## src/rtl/code_lock_pkg.sv

```systemverilog
// code_lock_pkg: shared definitions for the serial code-lock controller.
//   state_e  - controller state encoding (collect, check, open, lockout)
//   TIMER_W  - width of the shared open/lockout down-counter
package code_lock_pkg;

  typedef enum logic [1:0] {
    S_COLLECT = 2'b00,
    S_CHECK   = 2'b01,
    S_OPEN    = 2'b10,
    S_LOCKOUT = 2'b11
  } state_e;

  localparam int unsigned TIMER_W = 16;

endpackage

```

## src/rtl/code_lock_ctrl_cycle_timer.sv

```systemverilog
// cycle_timer: loadable down-counter that stops at zero.
//   clock, reset - system clock, asynchronous active-high reset
//   load         - load load_value (has priority over en)
//   load_value   - value to load
//   en           - decrement by one while the count is non-zero
//   zero         - count is zero
module cycle_timer
  import code_lock_pkg::*;
(
  input  logic               clock,
  input  logic               reset,
  input  logic               load,
  input  logic [TIMER_W-1:0] load_value,
  input  logic               en,
  output logic               zero
);

  logic [TIMER_W-1:0] count_q, count_d;

  always_comb begin
    count_d = count_q;
    if (load) begin
      count_d = load_value;
    end else if (en && (count_q != '0)) begin
      count_d = count_q - TIMER_W'(1);
    end
  end

  always_ff @(posedge clock or posedge reset) begin
    if (reset) begin
      count_q <= '0;
    end else begin
      count_q <= count_d;
    end
  end

  assign zero = (count_q == '0);

endmodule

```

## src/rtl/code_lock_ctrl.sv

```systemverilog
// code_lock_ctrl: serial code-lock controller (Moore FSM).
// Collects CODE_LEN serial bits (first bit lands in the MSB), compares them
// with KEY, holds unlock for OPEN_CYCLES cycles on a match and counts
// consecutive failures. With CODE_LOCK_LOCKOUT_EN defined, MAX_TRIES
// consecutive failures raise alarm for LOCKOUT_CYCLES cycles; without it
// the lockout state and failure counter are absent, alarm and fails are 0.
//   clock, reset - system clock, asynchronous active-high reset
//   bit_valid    - code is valid this cycle
//   code         - serial code bit
//   clear        - abort the partial entry (wins over bit_valid)
//   ready        - accepting bits
//   unlock       - code accepted, lock open
//   alarm        - lockout active
//   fails        - consecutive-failure count
module code_lock_ctrl
  import code_lock_pkg::*;
#(
  parameter int unsigned          CODE_LEN       = 4,
  parameter logic [CODE_LEN-1:0]  KEY            = 4'b0110,
  parameter int unsigned          MAX_TRIES      = 3,
  parameter int unsigned          OPEN_CYCLES    = 8,
  parameter int unsigned          LOCKOUT_CYCLES = 16
) (
  input  logic       clock,
  input  logic       reset,
  input  logic       bit_valid,
  input  logic       code,
  input  logic       clear,
  output logic       ready,
  output logic       unlock,
  output logic       alarm,
  output logic [3:0] fails
);

  localparam int unsigned CNT_W = $clog2(CODE_LEN);

  if (CODE_LEN < 2 || CODE_LEN > 16) begin : g_bad_code_len
    $error("CODE_LEN must be 2..16");
  end
  if (MAX_TRIES < 1 || MAX_TRIES > 15) begin : g_bad_max_tries
    $error("MAX_TRIES must be 1..15");
  end
  if (OPEN_CYCLES < 1 || LOCKOUT_CYCLES < 1) begin : g_bad_cycles
    $error("OPEN_CYCLES and LOCKOUT_CYCLES must be >= 1");
  end

  state_e              state_q, state_d;
  logic [CODE_LEN-1:0] shift_q, shift_d;
  logic [CNT_W-1:0]    bitcnt_q, bitcnt_d;
  logic                tmr_load, tmr_en, tmr_zero;
  logic [TIMER_W-1:0]  tmr_value;
`ifdef CODE_LOCK_LOCKOUT_EN
  logic [3:0]          fails_q, fails_d;
`endif

  always_comb begin
    state_d   = state_q;
    shift_d   = shift_q;
    bitcnt_d  = bitcnt_q;
`ifdef CODE_LOCK_LOCKOUT_EN
    fails_d   = fails_q;
`endif
    tmr_load  = 1'b0;
    tmr_value = '0;
    tmr_en    = 1'b0;
    case (state_q)
      S_COLLECT: begin
        if (clear) begin
          shift_d  = '0;
          bitcnt_d = '0;
        end else if (bit_valid) begin
          shift_d = {shift_q[CODE_LEN-2:0], code};
          if (bitcnt_q == CNT_W'(CODE_LEN - 1)) begin
            bitcnt_d = '0;
            state_d  = S_CHECK;
          end else begin
            bitcnt_d = bitcnt_q + CNT_W'(1);
          end
        end
      end
      S_CHECK: begin
        if (shift_q == KEY) begin
          state_d   = S_OPEN;
          tmr_load  = 1'b1;
          tmr_value = TIMER_W'(OPEN_CYCLES - 1);
`ifdef CODE_LOCK_LOCKOUT_EN
          fails_d   = '0;
        end else if (({1'b0, fails_q} + 5'd1) == 5'(MAX_TRIES)) begin
          state_d   = S_LOCKOUT;
          tmr_load  = 1'b1;
          tmr_value = TIMER_W'(LOCKOUT_CYCLES - 1);
          fails_d   = 4'(MAX_TRIES);
        end else begin
          state_d   = S_COLLECT;
          fails_d   = (fails_q == '1) ? fails_q : fails_q + 4'd1;
        end
`else
        end else begin
          state_d   = S_COLLECT;
        end
`endif
      end
      S_OPEN: begin
        tmr_en = 1'b1;
        if (tmr_zero) begin
          state_d = S_COLLECT;
        end
      end
`ifdef CODE_LOCK_LOCKOUT_EN
      S_LOCKOUT: begin
        tmr_en = 1'b1;
        if (tmr_zero) begin
          state_d = S_COLLECT;
          fails_d = '0;
        end
      end
`endif
      default: state_d = S_COLLECT;
    endcase
  end

  always_ff @(posedge clock or posedge reset) begin
    if (reset) begin
      state_q  <= S_COLLECT;
      shift_q  <= '0;
      bitcnt_q <= '0;
    end else begin
      state_q  <= state_d;
      shift_q  <= shift_d;
      bitcnt_q <= bitcnt_d;
    end
  end

  cycle_timer u_timer (
    .clock      (clock),
    .reset      (reset),
    .load       (tmr_load),
    .load_value (tmr_value),
    .en         (tmr_en),
    .zero       (tmr_zero)
  );

  assign ready  = (state_q == S_COLLECT);
  assign unlock = (state_q == S_OPEN);

`ifdef CODE_LOCK_LOCKOUT_EN
  always_ff @(posedge clock or posedge reset) begin
    if (reset) begin
      fails_q <= '0;
    end else begin
      fails_q <= fails_d;
    end
  end

  assign alarm = (state_q == S_LOCKOUT);
  assign fails = fails_q;
`else
  assign alarm = 1'b0;
  assign fails = '0;
`endif

endmodule
```

## config.mk

```make
export PLATFORM = sky130hd
export DESIGN_NAME = code_lock_ctrl
export DESIGN_NICKNAME = d
export VERILOG_FILES = /design/src/rtl/code_lock_pkg.sv /design/src/rtl/code_lock_ctrl_cycle_timer.sv /design/src/rtl/code_lock_ctrl.sv
export SDC_FILE = /design/constraint.sdc
export NUM_CORES = 1
export LEC_CHECK = 0
export BUFFER_PORTS_ARGS = -buffer_cell sky130_fd_sc_hd__buf_4
export CORE_MARGIN = 3
export CORE_UTILIZATION = 61
export CTS_BUF_LIST = sky130_fd_sc_hd__clkbuf_2 sky130_fd_sc_hd__clkbuf_4 sky130_fd_sc_hd__clkbuf_8
export DETAILED_ROUTE_END_ITERATION = 7
export GPL_ROUTABILITY_DRIVEN = 1
export PLACE_DENSITY = 0.91
export REMOVE_ABC_BUFFERS = 1
export SYNTH_ARGS = -nofsm -noshare
export SYNTH_HDL_FRONTEND = slang
export SYNTH_HIERARCHICAL = 1
export SYNTH_SLANG_ARGS = --single-unit
```

## constraint.sdc

```tcl
create_clock -name clock -period 2.9 [get_ports clock]
set_input_delay 0.29 -clock clock [delete_from_list [all_inputs] [get_ports clock]]
set_output_delay 0.29 -clock clock [all_outputs]
set_load 0.03 [all_outputs]
```

==> flow_metrics.tcl <==
set metrics [dict create \
    path_clk_slew_ns 0.13 \
    most-common-layout-cells "dfrtp_1, conb_1, nor2_1" \
    grt_max_degree 26 \
    dp.cells 196 \
    synth.top_cell.area_share 0.422 \
    cts_made_buffers 3 \
    drt-total-wl_um 2880 \
    dieArea_um2 2950 \
    rsz0062_at_grt "false" \
    cts_sinks 24 \
    grt.met3_usage 0.0327 \
    ys.flop_type "dfrtp_1" \
    fmax_mhz 402 \
    clock_skew_ns 0.0107 \
    seqPwrFrac 0.554 \
    ant_nets 0 \
    synth_cell_type_count 47 \
    worst_pin_slew_ns 0.640 \
    leakage_nw 0.674 \
    criticalPathCategory "reg2reg" \
    nets 182 \
    antenna_found_initial 0 \
    clkPwrFrac 0.369 \
    syn_avg_cell_area_um2 9.25 \
    top_usage_layer "met2" \
    drt_iter0_drc 53 \
    pwr-share-comb 0.076 \
    tns_ns 0 \
    period_share 0.857 \
    hold_violations 0 \
    use_met2 0.402 \
    grt_util_met1 0.330 \
    r2r_start "state_q[1]" \
    clock_latency_ns 0.31 \
    syn2layout_area_growth_pct 11.5 \
    async_reset_ff_frac 1.00 \
    cts_tree "built" \
    first_global_vias 1153 \
    reg2reg_slack_ns 0.41 \
    die_y_um 54.3 \
    core-area_um2 2080 \
    postCtsSetupRepairBufs 0 \
    worstPathArrival_ns 2.69 \
    clk_path_buf_depth 2 \
    synth_area_leader_cell "dfrtp_1" \
    syn_area_um2 1420 \
    place.port_buffers 6 \
    layout_commonest_cell "dfrtp_1" \
    die_w_um 54.3 \
    min_path_type "in2reg" \
    synth_edf_count 0 \
    drive_gt1_frac 0.138 \
    grt_util_all_layers 0.243 \
    syn_inst 154 \
    cp-startpoint "state_q[1]" \
    power_density_nw_per_um2 404 \
    post_drt_wl_per_cell_um 14.3 \
    path_max_fanout 8 \
    endpoint_kind "flop" \
    switching_share 0.217 \
    slew_viol_final 0 \
    antenna_cells 0 \
    vias_per_cell 5.90 \
    ys.warnings.count 6 \
    status "complete, no violations" \
    synth_top_cells_by_area "dfrtp_1, nor2_1, nand2_1, a22o_2, buf_4" \
    grt_pass1_wl_um 5180 \
    start_kind "flop" \
    row_count 16 \
    power.switching_mw 0.139 \
    worstHoldStart "code" \
    setup_viol_count_final 0 \
    htreeDepth 1 \
    num_vias 1186 \
    internal-power_mw 0.502 \
    hpwl_um 2160 \
    fin_crit_ns 2.49 \
    ys_seq_area_frac 0.422 \
    ys_seq_elements 24 \
    grt.overflow.total 0 \
    io_pins 12 \
    drc 0 \
    gp_congestion 0.877 \
    start_util 0.684 \
    stdcell_count 201 \
    slew_headroom 0.570 \
    max_cap_viol_count 0 \
    peakVddDrop_uv 394 \
    crit_required_ns 3.10 \
    root_buffer "clkbuf_4" \
    drt_first_pass_iters 4 \
]
==> power groups by stage <==
stage,Sequential [mW],Combinational [mW],Clock (mW)
2_1_floorplan,0.358,0.0364,0
3_3_place_gp,0.360,0.0450,0
3_5_place_dp,0.362,0.0474,0
4_1_cts,0.355,0.0488,0.244
5_1_grt,0.357,0.0556,0.263
6_report,0.355,0.0489,0.237
==> flip-flops by register name, summed over array words and instances (netlist names) <==
name / flops
u_timer/count_q: 16
shift_q: 4
bitcnt_q: 2
state_q: 2
==> repair_timing <==
item                      in CTS  in global routing
hold buffers                   1                  0
resized for setup              0                  0
hold endpoints to repair       8                  0
==> per-stage QoR <==
stage                     utilization  setup WS (ns)  total power [mW]  instance area, um^2  hold slack, ns
after floorplan                     -       -0.00708             0.395                 1430           0.106
after detailed placement        0.733          0.491             0.409                 1530           0.262
after CTS                       0.763          0.454             0.648                 1590           0.186
after global placement          0.733          0.585             0.405                 1530           0.252
after global routing            0.763          0.192             0.675                 1590           0.173
final                           0.763          0.415             0.641                 1590           0.196
==> cell type report <==
| cell class | instances | area (um^2) |
|---|---|---|
| clock inverter | 1 | 30.0 |
| inverter | 9 | 33.8 |
| sequential | 24 | 601 |
| tap | 27 | 33.8 |
| timing repair buffer | 8 | 62.6 |
| fill | 150 | 494 |
| clock buffer | 3 | 22.5 |
| multi-input combinational | 129 | 805 |
==> layer usage <==
metal	part of all wire	wire (um)	vias up
met4	0.010	29	0
met2	0.48	1390	45
li1	-	-	595
met3	0.055	157	6
met5	0	0	-
met1	0.45	1300	540
==> worst max-delay path, cell delays in order, from the launching register on <==
cell	delay, ns
dfrtp_1	0.43
nor2b_1	0.46
or4b_1	0.57
a311oi_1	0.44
a21oi_1	0.13
a311o_1	0.34
==> final timing paths <==
path                       cells past startpoint                  end
min reg2reg                                    1          bitcnt_q[1]
min in group asynchronous                      3          bitcnt_q[1]
max reg2reg                                    5  u_timer/count_q[13]
max                                            5  u_timer/count_q[13]
max in group asynchronous                      3  u_timer/count_q[11]
min                                            2           shift_q[0]
==> synthesized netlist by cell type, drive strengths merged, types with 3 or more instances <==
cell type and count:
nor3 6, inv 9, a31oi 5, and2 3, or4 7, nand3 3, o21ai 7, nor2 17
dfrtp 24, a22o 6, nand4 5, clkbuf 3, buf 6, nand2 13, a21oi 5
==> kinds of logic (layout without fill, tap and decap cells) <==
kind of cell,after synthesis,count (layout),synth area share
and+or+nand+nor,67,67,0.272
AOI/OAI and AO/OA,38,38,0.199
DFF,24,24,0.422
buffers and inverters,18,21,0.0615
xor gates and xnor gates,3,3,0.0185
adders and majority gates,2,2,0.0176
other,1,18,0.00263
muxes,1,1,0.00703
Note: power is estimated with default switching activity, not from simulation.
